$ cat src/rtl/cnn_pkg.sv
// Shared constants and types for the CNN image path: frame geometry,
// pixel/address widths and the image loader state encoding.
package cnn_pkg;

    localparam int IMG_W   = 28;
    localparam int IMG_H   = 28;
    localparam int NUM_PIX = IMG_W * IMG_H;
    localparam int PIX_W   = 8;
    localparam int ADDR_W  = 10;

    typedef enum logic [1:0] {
        IDLE  = 2'd0,
        FILL  = 2'd1,
        DRAIN = 2'd2,
        DONE  = 2'd3
    } loader_state_e;

endpackage

$ cat src/rtl/image_loader.sv
// Stream-to-RAM writer: accepts one framed pixel stream and writes it in
// raster order through a registered write port, reporting completion/errors.
module image_loader #(
    parameter int PIX_W   = cnn_pkg::PIX_W,
    parameter int NUM_PIX = cnn_pkg::NUM_PIX,
    parameter int ADDR_W  = cnn_pkg::ADDR_W
) (
    input  logic              clk,
    input  logic              rst,
    input  logic              start,
    input  logic              abort,
    input  logic              s_valid,
    input  logic [PIX_W-1:0]  s_data,
    input  logic              s_last,
    output logic              s_ready,
    output logic              mem_we,
    output logic [ADDR_W-1:0] mem_addr,
    output logic [PIX_W-1:0]  mem_wdata,
    output logic              busy,
    output logic              done,
    output logic              frame_valid,
    output logic              err,
    output logic [ADDR_W-1:0] pix_count
);

    import cnn_pkg::*;

    localparam logic [ADDR_W-1:0] LAST_ADDR = ADDR_W'(NUM_PIX - 1);

    loader_state_e     state_q, state_d;
    logic [ADDR_W-1:0] pix_count_q, pix_count_d;
    logic              mem_we_q, mem_we_d;
    logic [ADDR_W-1:0] mem_addr_q, mem_addr_d;
    logic [PIX_W-1:0]  mem_wdata_q, mem_wdata_d;
    logic              done_q, done_d;
    logic              frame_valid_q, frame_valid_d;
    logic              err_q, err_d;

    logic accepting;
    logic xfer;

    assign accepting = (state_q == FILL) || (state_q == DRAIN);
    assign xfer      = s_valid && accepting;

    // Abort has priority over everything, including a same-cycle start or pixel.
    always_comb begin
        state_d       = state_q;
        pix_count_d   = pix_count_q;
        mem_we_d      = 1'b0;
        mem_addr_d    = mem_addr_q;
        mem_wdata_d   = mem_wdata_q;
        done_d        = 1'b0;
        frame_valid_d = frame_valid_q;
        err_d         = err_q;

        if (abort) begin
            if (state_q != IDLE) begin
                state_d       = IDLE;
                frame_valid_d = 1'b0;
            end
        end else begin
            unique case (state_q)
                IDLE, DONE: begin
                    if (start) begin
                        state_d       = FILL;
                        pix_count_d   = '0;
                        err_d         = 1'b0;
                        frame_valid_d = 1'b0;
                    end
                end
                FILL: begin
                    if (xfer) begin
                        mem_we_d    = 1'b1;
                        mem_addr_d  = pix_count_q;
                        mem_wdata_d = s_data;
                        pix_count_d = pix_count_q + ADDR_W'(1);
                        if (pix_count_q == LAST_ADDR) begin
                            if (s_last) begin
                                state_d       = DONE;
                                done_d        = 1'b1;
                                frame_valid_d = 1'b1;
                            end else begin
                                state_d = DRAIN;
                            end
                        end else if (s_last) begin
                            state_d       = DONE;
                            done_d        = 1'b1;
                            err_d         = 1'b1;
                            frame_valid_d = 1'b0;
                        end
                    end
                end
                DRAIN: begin
                    // Overflow pixels are swallowed until the frame marker arrives.
                    if (xfer && s_last) begin
                        state_d       = DONE;
                        done_d        = 1'b1;
                        err_d         = 1'b1;
                        frame_valid_d = 1'b0;
                    end
                end
                default: state_d = IDLE;
            endcase
        end
    end

    always_ff @(posedge clk or posedge rst) begin
        if (rst) begin
            state_q       <= IDLE;
            pix_count_q   <= '0;
            mem_we_q      <= 1'b0;
            mem_addr_q    <= '0;
            mem_wdata_q   <= '0;
            done_q        <= 1'b0;
            frame_valid_q <= 1'b0;
            err_q         <= 1'b0;
        end else begin
            state_q       <= state_d;
            pix_count_q   <= pix_count_d;
            mem_we_q      <= mem_we_d;
            mem_addr_q    <= mem_addr_d;
            mem_wdata_q   <= mem_wdata_d;
            done_q        <= done_d;
            frame_valid_q <= frame_valid_d;
            err_q         <= err_d;
        end
    end

    assign s_ready     = accepting;
    assign busy        = accepting;
    assign mem_we      = mem_we_q;
    assign mem_addr    = mem_addr_q;
    assign mem_wdata   = mem_wdata_q;
    assign done        = done_q;
    assign frame_valid = frame_valid_q;
    assign err         = err_q;
    assign pix_count   = pix_count_q;

endmodule

$ cat config.mk
export PLATFORM = sky130hd
export DESIGN_NAME = image_loader
export DESIGN_NICKNAME = d
export VERILOG_FILES = /design/src/rtl/cnn_pkg.sv /design/src/rtl/image_loader.sv
export SDC_FILE = /design/constraint.sdc
export NUM_CORES = 1
export LEC_CHECK = 0
export ABC_CLOCK_PERIOD_IN_PS = 4300
export BUFFER_PORTS_ARGS = -buffer_cell sky130_fd_sc_hd__buf_2
export CAP_MARGIN = 20
export CELL_PAD_IN_SITES_DETAIL_PLACEMENT = 0
export CELL_PAD_IN_SITES_GLOBAL_PLACEMENT = 1
export CORE_MARGIN = 2
export CORE_UTILIZATION = 44
export CTS_BUF_LIST = sky130_fd_sc_hd__clkbuf_4 sky130_fd_sc_hd__clkbuf_8
export DETAILED_ROUTE_END_ITERATION = 8
export MAX_ROUTING_LAYER = met4
export PLACE_DENSITY_LB_ADDON = 0.1
export SLEW_MARGIN = 10
export SYNTH_ARGS = -nofsm -noshare
export SYNTH_HDL_FRONTEND = slang
export SYNTH_SLANG_ARGS = --single-unit
$ cat constraint.sdc
create_clock -name clk -period 4.3 [get_ports clk]
set_input_delay 0.86 -clock clk [delete_from_list [all_inputs] [get_ports clk]]
set_output_delay 0.86 -clock clk [all_outputs]
set_load 0.02 [all_outputs]
==> Word-level counts from Yosys, hierarchy flattened <==
Index checks and enable logic that the tools add are counted.
{ "word_totals": {"reg_bits": 34, "input_bits": 14, "wordCells": 70} }
{ "classes": {"addsub": 1, "n_eq_ne": 15, "muxes": 33, "bitwise": 1, "reduce_logical": 12} }
{ "ops": {"columns": ["operator", "count"], "rows": [
  ["two-way mux 10 bit", 2],
  ["one-hot mux 10 bit (2 select lines)", 1],
  ["two-way mux 1 bit", 19],
  ["two-way mux 2 bit", 7],
  ["adder 10 x 1 -> 10 bit, second input constant", 1],
  ["equality test 10 bit, second input constant", 1],
  ["AND reduction 5 bit", 2],
  ["!= test 3 bit, second input constant", 3],
  ["!= test 2 bit, second input constant", 4],
  ["one-hot mux 1 bit (3 select lines)", 2],
  ["one-hot mux 2 bit (3 select lines)", 1],
  ["AND reduction 6 bit", 1],
  ["equality test 2 bit, second input constant", 2],
  ["!= test 2 x 1 -> 1 bit, second input constant", 2],
  ["!= test 4 x 3 -> 1 bit, second input constant", 1],
  ["AND reduction 4 bit", 1],
  ["nonzero test 2 bit", 2],
  ["!= test 3 x 2 -> 1 bit, second input constant", 1],
  ["AND reduction 3 bit", 1],
  ["equality test 2 x 1 -> 1 bit, second input constant", 1],
  ["logical AND 1 bit", 2],
  ["logical NOT 2 bit", 1],
  ["one-hot mux 1 bit (2 select lines)", 1],
  ["OR reduction 2 bit", 1],
  ["other kinds (2)", 2]
]} }

==> Longest topological paths before layout <==
Gate-level depths: netlist (run 1).
{ "depth": {"depth_word": 7, "depth_mapped": 8} }

==> Worst setup path before layout (run 1) <==
OpenSTA, ideal clock, no wires.
{ "synth_timing": {"path_type": "input to register", "start": "input abort", "end": "register pix_count_q[5], in the netlist pix_count[5]", "setup_time_ns": 0.135, "t_arrival_ns": 2.006, "path_slack_ns": 2.160, "cell_stages": 6, "cell_sequence": "buf_6 -> or4_4 -> clkbuf_1 -> a21o_1 -> nand2_1 -> o31ai_1"} }
{ "synth_between": {"elab_chain_cells": 2} }
{ "synth_rtl": {"columns": ["element", "line", "text"], "rows": [
  ["start, declared", "image_loader.sv:11", "input logic abort,"],
  ["NOT 1 bit (no line)", null, null],
  ["AND reduction 4 bit (no line)", null, null],
  ["end signal, assigned", "image_loader.sv:119", "pix_count_q <= pix_count_d;"],
  ["end, declared", "image_loader.sv:31", "logic [ADDR_W-1:0] pix_count_q, pix_count_d;"]
]} }
Every way passes these cells.
A chain may end at the register's enable or synchronous reset.

==> Final worst setup path (run 1) <==
{ "layout_timing": {"start": "register state_q[1]", "end": "register mem_addr_q[6], in the netlist mem_addr[6]"} }
{ "layout_between": {"elab_chain_cells": 4} }
{ "layout_rtl": {"columns": ["element", "line", "text"], "rows": [
  ["start, declared", "image_loader.sv:30", "loader_state_e state_q, state_d;"],
  ["start signal, assigned", "image_loader.sv:118", "state_q <= state_d;"],
  ["equality test 2 x 1 -> 1 bit / equality test 2 bit (equally long branches)", "image_loader.sv:42, image_loader.sv:62", null],
  ["logical OR 1 bit", "image_loader.sv:42", "assign accepting = (state_q == FILL) || (state_q == DRAIN);"],
  ["logical AND 1 bit", "image_loader.sv:43", "assign xfer = s_valid && accepting;"],
  ["AND reduction 3 bit (no line) (*)", null, null],
  ["end signal, assigned", "image_loader.sv:121", "mem_addr_q <= mem_addr_d;"],
  ["end, declared", "image_loader.sv:33", "logic [ADDR_W-1:0] mem_addr_q, mem_addr_d;"]
]} }
Every way passes the cells marked *; elsewhere a longest branch is shown, timed or not.

==> results of run 1 <==
critical path, delay by kind of cell, from the launching register on:
kind / cells / cell delay (ns)
and+or+nand+nor: 1 / 0.77
adders and majority gates: 1 / 0.59
DFF: 1 / 0.39
buffers and inverters: 1 / 0.09
muxes: 1 / 0.52
state kept, by name, summed over array words and instances, names as in the netlist:
| name | cells |
|---|---|
| done | 1 |
| err | 1 |
| frame_valid | 1 |
| mem_addr | 10 |
| mem_wdata | 8 |
| mem_we | 1 |
| pix_count | 10 |
| state_q | 2 |
cell type report:
class | count | area, µm² | area share
inverters | 4 | 15.0 | 0.00752
well taps | 48 | 60.1 | 0.0301
repair buffers | 48 | 243 | 0.122
multi-input cells | 95 | 718 | 0.360
clock buffers | 8 | 110 | 0.0551
flip-flops and latches | 34 | 851 | 0.426
per-layer routing:
metal  wire length, µm  up-vias
met2              1390       42
li1                  -      591
met3               205        4
met5                 0        -
met1              1470      582
met4                28        0
cells in the final DEF, fill, tap and decap left out:
| cell type | n |
|---|---|
| nor2_1 | 5 |
| a21oi_1 | 4 |
| inv_2 | 1 |
| and2_1 | 2 |
| dfrtp_1 | 34 |
| and3_1 | 2 |
| clkbuf_8 | 8 |
| nand2_2 | 1 |
| o21a_1 | 1 |
| inv_1 | 3 |
| nor3b_1 | 1 |
| o21ai_0 | 9 |
| o41ai_1 | 1 |
| nor3_1 | 1 |
| mux2_2 | 20 |
| nand3_1 | 6 |
| buf_2 | 47 |
| o32ai_1 | 1 |
| a21o_1 | 2 |
| nor2b_1 | 7 |
| xnor2_1 | 2 |
| a211oi_1 | 1 |
| nand2_1 | 12 |
| o41ai_2 | 1 |
| o31ai_1 | 5 |
| or4_4 | 2 |
| buf_4 | 1 |
| nand4bb_1 | 1 |
| and3b_1 | 1 |
| ha_1 | 4 |
| nand3b_1 | 1 |
| or2_2 | 1 |
| nor4_4 | 1 |
through the flow:
step | util | total power (µW) | hold WS [ns] | area, µm² | instances
final | 0.554 | 1160 | 0.500 | 2000 | 237
after global routing | 0.554 | 1260 | 0.523 | 2000 | 237
after CTS | 0.554 | 1180 | 0.502 | 2000 | 237
after detailed placement | 0.523 | 908 | 0.488 | 1890 | 229
after global placement | 0.523 | 899 | 0.482 | 1890 | 229
after floorplan | - | 788 | 0.507 | 1620 | 139
final timing paths:
check / start / depth (start not counted) / end / slack (ns)
worst max-delay path: state_q[1]$_DFFE_PP0P_ / 4 / mem_addr[6]$_DFFE_PP0P_ / 1.81
worst min-delay path: mem_addr[8]$_DFFE_PP0P_ / 1 / mem_addr[8]$_DFFE_PP0P_ / 0.50
worst max register to register: state_q[1]$_DFFE_PP0P_ / 4 / mem_addr[6]$_DFFE_PP0P_ / 1.81
worst min register to register: mem_addr[8]$_DFFE_PP0P_ / 1 / mem_addr[8]$_DFFE_PP0P_ / 0.50
max in group asynchronous: rst / 3 / mem_wdata[6]$_DFFE_PP0P_ / 3.01
min in group asynchronous: rst / 2 / pix_count[0]$_DFFE_PP0P_ / 0.63
cell families (layout without fill, tap and decap cells):
logic type,Yosys count,count (layout)
simple gates,44,44
flops,34,34
compound gates,25,25
mux,20,20
buf+inv,10,60
fa+ha+maj,4,4
xor+xnor,2,2
power by group through the flow:
stage                     sequential, µW  clock [µW]  combinational (µW)
after CTS                            427         277                 476
after global placement               430           0                 469
after global routing                 439         295                 521
after detailed placement             432           0                 475
after floorplan                      502           0                 286
final                                427         268                 471
==> qor.yml, run 1 <==
power_and_ir_drop:
  pwr-share-clk: 0.230
  p_comb_frac: 0.404
  leakagePower_uw: 0.00104
  ir_worst_vdd_v: 0.000300
  p_int_uw: 738
  p_sw_uw: 427
  p_sw_frac: 0.367
  power_frac_seq: 0.366
  powerDensity_mw_per_mm2: 583
layout:
  nNetsFinal: 206
  drive_gt1_frac: 0.439
  syn_to_final_growth_pct: 23.2
  nFillCells: 331
  antennaDiodeCount: 0
synthesis:
  syn_area_mm2: 0.00162
  netlist-cell-type-count: 35
  ys_top_cells_by_count: "34 x dfrtp_1, 20 x mux2_2, 12 x nand2_1"
  synthMuxAreaShare: 0.139
  synth_compound_area_frac: 0.103
  synth-simple-area-share: 0.160
  yosysWarningCount: 0
  synth_xor_xnor_area_share: 0.0108
  synthCells: 139
  synth_nets: 157
  ys_seq_elements: 34
  ys.flop_type: "dfrtp_1"
  synthArstFlopShare: 1.00
  synth.top_cell.area_share: 0.525
  yosysMostFrequentCell: "dfrtp_1"
  synth_area_leaders: "dfrtp_1 53%, mux2_2 14%, ha_1 3.1%"
  synth_adder_area_share: 0.0309
  synth_top_family_by_area: "simple AND/OR/NAND/NOR gates"
  seq_area_frac_synth: 0.525
  synth-edff-count: 0
  postSynthAreaPerCell_um2: 11.7
  synth_top_cell_by_area: "dfrtp_1"
global_routing:
  grt_use_met2: 0.271
  busiest_layer: "met2"
  grt_pass1_vias: 1200
  grt_use_total: 0.177
  grt_pass1_wl_um: 5540
  grt_antenna_before_repair: 0
  overflow: 0
  groute.layer.met3.usage: 0.0590
  grt_start_max_net_pins: 21
  met1_usage: 0.226
timing:
  setup_viol: 0
  setup-tns-final_ns: 0
  clock_skew_ns: 0.00884
  fin_crit_sh: 0.579
  worstMarginPinSlew_ns: 0.830
  final.setup.worst_slack_ns: 1.81
  hold_viol: 0
  rsz0062_at_grt: "no"
  drv_slew: 0
  period_needed_ns: 2.49
  maxSlewHeadroom: 0.445
  clock.fmax_mhz: 401
cts:
  worst_skew_pair.late_latency_ns: 0.28
  hold_buffers: 0
  cts_sinks: 34
  cts_resized: 0
  tritoncts: "built"
  htree_levels: 2
  cts_setup_buffers: 0
  cts_buffers: 5
  clkTransAtPathRegs_ns: 0.06
  cts_root_buf: "clkbuf_8"
  clockBufferDepth: 2
critical_path:
  crit_fanout: 20
  crit_arrival_ns: 2.65
  critPathMaxStageDelay_ns: 0.77
  crit_path_start_kind: "register"
  worst_ep_required_time_ns: 4.46
  critical_path.slowest_cell: "nand3_1"
  crit_chain: "inv_1 > ha_1 > nand3_1 > mux2_2"
  worstSetupEndpointType: "register"
  critPathKind: "reg2reg"
floorplanning:
  dieWidth_um: 64.7
  die_h_um: 64.7
  die-area_mm2: 0.00418
  start_util: 0.449
  core_mm2: 0.00361
  rows: 22
  ioPinCount: 48
min_path:
  hp-class: "reg2reg"
detailed_routing:
  wl_per_cell_um: 13.1
  firstDrtPassIters: 4
  wl_um: 3090
  avgViaCountPerCell: 5.14
  first_iter_violations: 36
  drc: 0
  num_vias: 1219
  drtAntennaViolNets: 0
placed_design:
  dp_hpwl_um: 2250
  gp_congestion: 0.820
  dp_slack_ns: 1.74
  io_buffers: 47
status:
  status: "finished clean"
flow_run:
  max-cap-violations: 0
Note: power is estimated with default switching activity, not from simulation.
==> run 2: changes to the inputs <==
Settings changed: ABC_CLOCK_PERIOD_IN_PS 4300 to 2029, CORE_UTILIZATION 44 to 37.
Clock period 4.3 ns to 2.03 ns, I/O delays scaled along.
==> run 2 against run 1 <==
Net effect:
- global-route usage down 1.7 points
- routed wire length grew 14%
- non-clock buffer count up 14
- maximum frequency grew 29%
- hold slack worse by 0.30 ns
- core utilization decreased by 6.0 points
==> qor.yml, run 2 (synthesis gave the netlist of run 1 again) <==
detailed_routing:
  wl_um: 3520  # +14%
  firstDrtPassIters: 5  # +1
  wl_per_cell_um: 13.8  # +5.8%
  drc: 0  # unchanged
  first_iter_violations: 47  # +31%
  drtAntennaViolNets: 0  # unchanged
  avgViaCountPerCell: 4.93  # -4.1%
  num_vias: 1258  # +3.2%
cts:
  tritoncts: "built"
  cts_setup_buffers: 0  # unchanged
  cts_sinks: 34  # unchanged
  htree_levels: 2  # unchanged
  hold_buffers: 0  # unchanged
  cts_root_buf: "clkbuf_8"
  cts_buffers: 5  # unchanged
  clkTransAtPathRegs_ns: 0.07  # about the same
  clockBufferDepth: 2  # unchanged
  worst_skew_pair.late_latency_ns: 0.29  # about the same
global_routing:
  grt_antenna_before_repair: 0  # unchanged
  met1_usage: 0.200  # -0.0254
  overflow: 0  # unchanged
  groute.layer.met3.usage: 0.0476  # -0.0114
  grt_pass1_vias: 1272  # +6.0%
  busiest_layer: "met2"
  grt_start_max_net_pins: 35  # +67%
  grt_use_met2: 0.250  # -0.0211
  grt_pass1_wl_um: 6020  # +8.7%
  grt_use_total: 0.160  # -0.0167
layout:
  instances_no_fill: 255  # +7.6%
  nNetsFinal: 220  # +6.8%
  nFillCells: 417  # +26%
  syn_to_final_growth_pct: 30.9
  layout.cells.most_common_list: "47 x buf_2, 34 x dfrtp_1, 20 x mux2_2"
  antennaDiodeCount: 0  # unchanged
  drive_gt1_frac: 0.498  # +0.0584
  final_common_cell: "buf_2"
placed_design:
  gp_congestion: 0.750  # -8.5%
  dp.cells: 247  # +7.9%
  io_buffers: 47  # unchanged
  dp_hpwl_um: 2600  # +15%
floorplanning:
  rows: 24  # +9.1%
  die-area_mm2: 0.00492  # +18%
  dieWidth_um: 70.2  # +8.5%
  ioPinCount: 48  # unchanged
  start_util: 0.377  # -0.0720
  core_mm2: 0.00429  # +19%
  die_h_um: 70.2  # +8.5%
timing:
  drv_slew: 0  # unchanged
  maxSlewHeadroom: 0.713  # +0.268
  clock.fmax_mhz: 516  # +29%
  setup_viol: 0  # unchanged
  rsz0062_at_grt: "no"
  fin_crit_sh: 0.954  # +0.375
  worstMarginPinSlew_ns: 0.431  # -0.399 ns
  clock_skew_ns: 0.00252  # -0.00631 ns
  period_needed_ns: 1.94  # -0.555 ns
  hold_viol: 0  # unchanged
critical_path:
  crit_chain: "inv_1 > ha_4 > nor2_1 > or4_4 > buf_4 > a21o_1 > nand2_1 > o31ai_2"
  crit_arrival_ns: 2.11  # -0.54 ns
  critPathKind: "reg2reg"
  critPathMaxStageDelay_ns: 0.53  # -0.24 ns
  crit_path_start_kind: "register"
  worst_ep_required_time_ns: 2.20  # -2.26 ns
  crit_fanout: 8  # -60%
  worstSetupEndpointType: "register"
  critical_path.slowest_cell: "or4_4"
power_and_ir_drop:
  powerDensity_mw_per_mm2: 1200  # +110%
  ir_worst_vdd_v: 0.000598  # +100%
  p_int_uw: 1600  # +120%
  p_sw_frac: 0.372  # +0.00492
  p_comb_frac: 0.447  # +0.043
  total_power_uw: 2540  # +120%
  p_sw_uw: 945  # +120%
  pwr-share-clk: 0.205  # -0.025
  leakagePower_uw: 0.00112  # +6.9%
  power_frac_seq: 0.348  # -0.018
min_path:
  hp-class: "in2async"
flow_run:
  max-cap-violations: 0  # unchanged
status:
  status: "finished clean"
run 2: through the flow:
stage	util	hold WS [ns]	worst slack, ns	TNS [ns]	area, µm²
final	0.494	0.202	0.0936	0	2120
after global routing	0.494	0.257	0.00429	0	2120
after CTS	0.492	0.220	0.0570	0	2110
after detailed placement	0.466	0.488	-0.0535	-0.0622	2000
after global placement	0.466	0.481	0.0396	0	2000
after floorplan	-	0.507	0.00631	0	1620
run 2: power groups by stage:
stage	Clock [µW]	Combinational [µW]	Sequential, µW
2_1_floorplan	0	613	1060
3_3_place_gp	0	1090	888
3_5_place_dp	0	1110	899
4_1_cts	545	1140	886
5_1_grt	575	1250	906
6_report	521	1140	886
run 2: worst paths after layout:
kind / slack [ns] / endpoint / start / cells past startpoint
worst max register to register: 0.09 / pix_count[5]$_DFFE_PP0P_ / state_q[0]$_DFFE_PP0P_ / 8
worst min register to register: 0.50 / mem_addr[2]$_DFFE_PP0P_ / mem_addr[2]$_DFFE_PP0P_ / 1
worst max-delay path: 0.09 / pix_count[5]$_DFFE_PP0P_ / state_q[0]$_DFFE_PP0P_ / 8
worst min-delay path: 0.20 / mem_addr[6]$_DFFE_PP0P_ / rst / 3
max in group asynchronous: 1.52 / state_q[0]$_DFFE_PP0P_ / rst / 3
min in group clk: 0.35 / mem_wdata[2]$_DFFE_PP0P_ / s_data[2] / 2
run 2: critical path: cells and delay by family, from the launching register on:
kind                       cells  cell delay [ns]
DFF                            1             0.36
buffers and inverters          2             0.28
AOI/OAI and AO/OA              2             0.21
and+or+nand+nor                3             0.65
adders and majority gates      1             0.31
run 2: layer usage:
| layer | share of wire | up-vias |
|---|---|---|
| met4 | 0.014 | 0 |
| met3 | 0.043 | 5 |
| met5 | 0 | - |
| li1 | - | 619 |
| met2 | 0.47 | 28 |
| met1 | 0.48 | 606 |
run 2: what timing repair did:
| item | 4_1_cts | 5_1_grt |
|---|---|---|
| gates resized for setup | 2 | 3 |
| endpoints found under the setup margin | 2 | 4 |
| pin swaps | 0 | 2 |
run 2: layout make-up:
cell class / count / area (µm²) / area share
Clock buffer: 7 / 90.1 / 0.0425
Tap cell: 52 / 65.1 / 0.0307
Timing Repair Buffer: 62 / 348 / 0.164
Multi-Input combinational cell: 95 / 747 / 0.352
Sequential cell: 34 / 851 / 0.401
Inverter: 4 / 15.0 / 0.00708
Clock inverter: 1 / 5.00 / 0.00236
==> run 3: changes to the inputs <==
==> constraint.sdc (replaced) <==
create_clock -name clk -period 2.03 [get_ports clk]
set_input_delay 0 -clock clk [delete_from_list [all_inputs] [get_ports clk]]
set_output_delay 0 -clock clk [all_outputs]
set_load 0.02 [all_outputs]
==> run 3 against run 2 <==
Net effect:
- cell count up 3.5%
- count of clock-buffer cells in the layout unchanged
- non-clock buffer count increased by 9
- largest cell class unchanged
- largest power group unchanged
==> qor.yml, run 3 (synthesis gave the netlist of run 1 again) <==
floorplanning:
  start_util: 0.377  # unchanged
  die-area_mm2: 0.00492  # unchanged
  rows: 24  # unchanged
  core_mm2: 0.00429  # unchanged
  dieWidth_um: 70.2  # unchanged
  die_h_um: 70.2  # unchanged
  ioPinCount: 48  # unchanged
timing:
  drv_slew: 0  # unchanged
  period_needed_ns: 1.94  # -0.00127 ns
  fin_crit_sh: 0.953  # about the same
  clock_skew_ns: 0.00396  # +0.00144 ns
  holdWs_ns: 0.0200  # -0.182 ns
  maxSlewHeadroom: 0.713  # about the same
  clock.fmax_mhz: 517  # about the same
  rsz0062_at_grt: "no"
  setup-tns-final_ns: 0  # unchanged
  hold_viol: 0  # unchanged
  setup_viol: 0  # unchanged
  worstMarginPinSlew_ns: 0.430  # -0.000301 ns
power_and_ir_drop:
  p_sw_uw: 944  # -0.18%
  total_power_uw: 2570  # +0.89%
  ir_worst_vdd_v: 0.000611  # +2.1%
  p_comb_frac: 0.454  # +0.007
  power_frac_seq: 0.345  # -0.003
  pwr-share-clk: 0.201  # -0.004
  leakagePower_uw: 0.00115  # +3.2%
  p_sw_frac: 0.368  # -0.00393
  p_int_uw: 1620  # +1.5%
  powerDensity_mw_per_mm2: 1160  # -3.0%
critical_path:
  worstSetupEndpointType: "register"
  critPathKind: "reg2reg"
  ff2ff_path_depth: 7  # -1
  crit_path_start_kind: "register"
  regToRegSetupSlack_ns: 0.09  # about the same
  crit_fanout: 6  # -2
  critPathLaunch: "state_q[0]$_DFFE_PP0P_"
  r2r_start: "state_q[0]$_DFFE_PP0P_"
  endpoint: "pix_count[8]$_DFFE_PP0P_"
  worst_ep_required_time_ns: 2.21  # about the same
  r2r-end: "pix_count[8]$_DFFE_PP0P_"
  crit_arrival_ns: 2.11  # about the same
cts:
  htree_levels: 2  # unchanged
  worst_skew_pair.late_latency_ns: 0.28  # about the same
  cts_root_buf: "clkbuf_8"
  cts_sinks: 34  # unchanged
  clockBufferDepth: 2  # unchanged
  clkTransAtPathRegs_ns: 0.07  # about the same
  tritoncts: "built"
  cts_buffers: 5  # unchanged
placed_design:
  dp_hpwl_um: 2550  # -1.7%
  place_area_mm2: 0.00199  # -0.38%
  io_buffers: 47  # unchanged
  gp_congestion: 0.753  # +0.41%
layout:
  layout.cells.most_common_list: "47 x buf_2, 34 x dfrtp_1, 20 x mux2_2"
  syn_to_final_growth_pct: 36.1
  multi_input_area_um2: 742  # -0.67%
  seq_area_um2: 851  # unchanged
  fin_util: 0.514  # +0.0198
  nNetsFinal: 229  # +4.1%
  final_common_cell: "buf_2"
  postLayoutCellArea_mm2: 0.00221  # +4.0%
  drive_gt1_frac: 0.472  # -0.0258
  antennaDiodeCount: 0  # unchanged
  nFillCells: 418  # +0.24%
global_routing:
  overflow: 0  # unchanged
  grt_start_max_net_pins: 35  # unchanged
  grt_pass1_vias: 1323  # +4.0%
  grt_pass1_wl_um: 6170  # +2.4%
  grt_antenna_before_repair: 0  # unchanged
  grt_use_total: 0.164  # +0.00387
detailed_routing:
  wl_per_cell_um: 13.5  # -2.5%
  wl_um: 3550  # +0.91%
  avgViaCountPerCell: 4.95  # +0.35%
  firstDrtPassIters: 4  # -1
  first_iter_violations: 31  # -34%
  drtAntennaViolNets: 0  # unchanged
  num_vias: 1307  # +3.9%
  drc: 0  # unchanged
flow_run:
  max-cap-violations: 0  # unchanged
min_path:
  hp-class: "in2reg"
status:
  status: "finished clean"
-- run 3: metal layers --
layer,vias to the layer above,global-route usage,part of all wire
met4,0,0.0513,0.015
li1,634,-,-
met2,28,0.259,0.47
met3,6,0.0447,0.043
met5,-,-,0
met1,639,0.205,0.47
-- run 3: worst min-delay path by stage --
stage                          endpoint  cells past startpoint  slack, ns    start
2_1_floorplan            done$_DFF_PP0_                      1       0.14      rst
3_3_place_gp   mem_wdata[6]$_DFFE_PP0P_                      3       0.11      rst
3_5_place_dp    mem_addr[6]$_DFFE_PP0P_                      3       0.13      rst
4_1_cts                  done$_DFF_PP0_                      3      0.008   s_last
5_1_grt                mem_we$_DFF_PP0_                      2       0.04  s_valid
6_report                 done$_DFF_PP0_                      3       0.02   s_last
-- run 3: per-stage QoR --
| step | worst slack (ns) | instances |
|---|---|---|
| finish | 0.0948 | 264 |
| global route | 0.0126 | 264 |
| CTS | 0.0464 | 263 |
| detailed placement | -0.0534 | 246 |
| global placement | 0.0401 | 246 |
| floorplan | 0.00631 | 139 |
-- run 3: power by group through the flow --
stage / logic [µW] / registers [µW] / clock network (µW)
after floorplan: 613 / 1060 / 0
after global placement: 1090 / 888 / 0
after detailed placement: 1110 / 899 / 0
after CTS: 1150 / 885 / 539
after global routing: 1290 / 906 / 572
final: 1160 / 885 / 517
-- run 3: cell type report --
class,instances,share of cell area
Inverter,4,0.00681
Timing Repair Buffer,71,0.199
Sequential cell,34,0.386
Tap cell,52,0.0295
Clock buffer,7,0.0408
Multi-Input combinational cell,95,0.336
Clock inverter,1,0.00227
-- run 3: what timing repair did --
item | 4_1_cts | 5_1_grt
pin swaps | 0 | 2
buffers inserted | 0 | 1
setup endpoints to repair | 2 | 6
resized for setup | 2 | 1
hold endpoints to repair | 42 | 0
hold buffers | 9 | 0
-- run 3: critical path: stages, from the launching register on --
cell     delay [ns]
dfrtp_1        0.35
inv_1          0.10
ha_4           0.29
nor2_1         0.04
or4_4          0.53
inv_2          0.09
nand2_2        0.10
o41ai_2        0.33
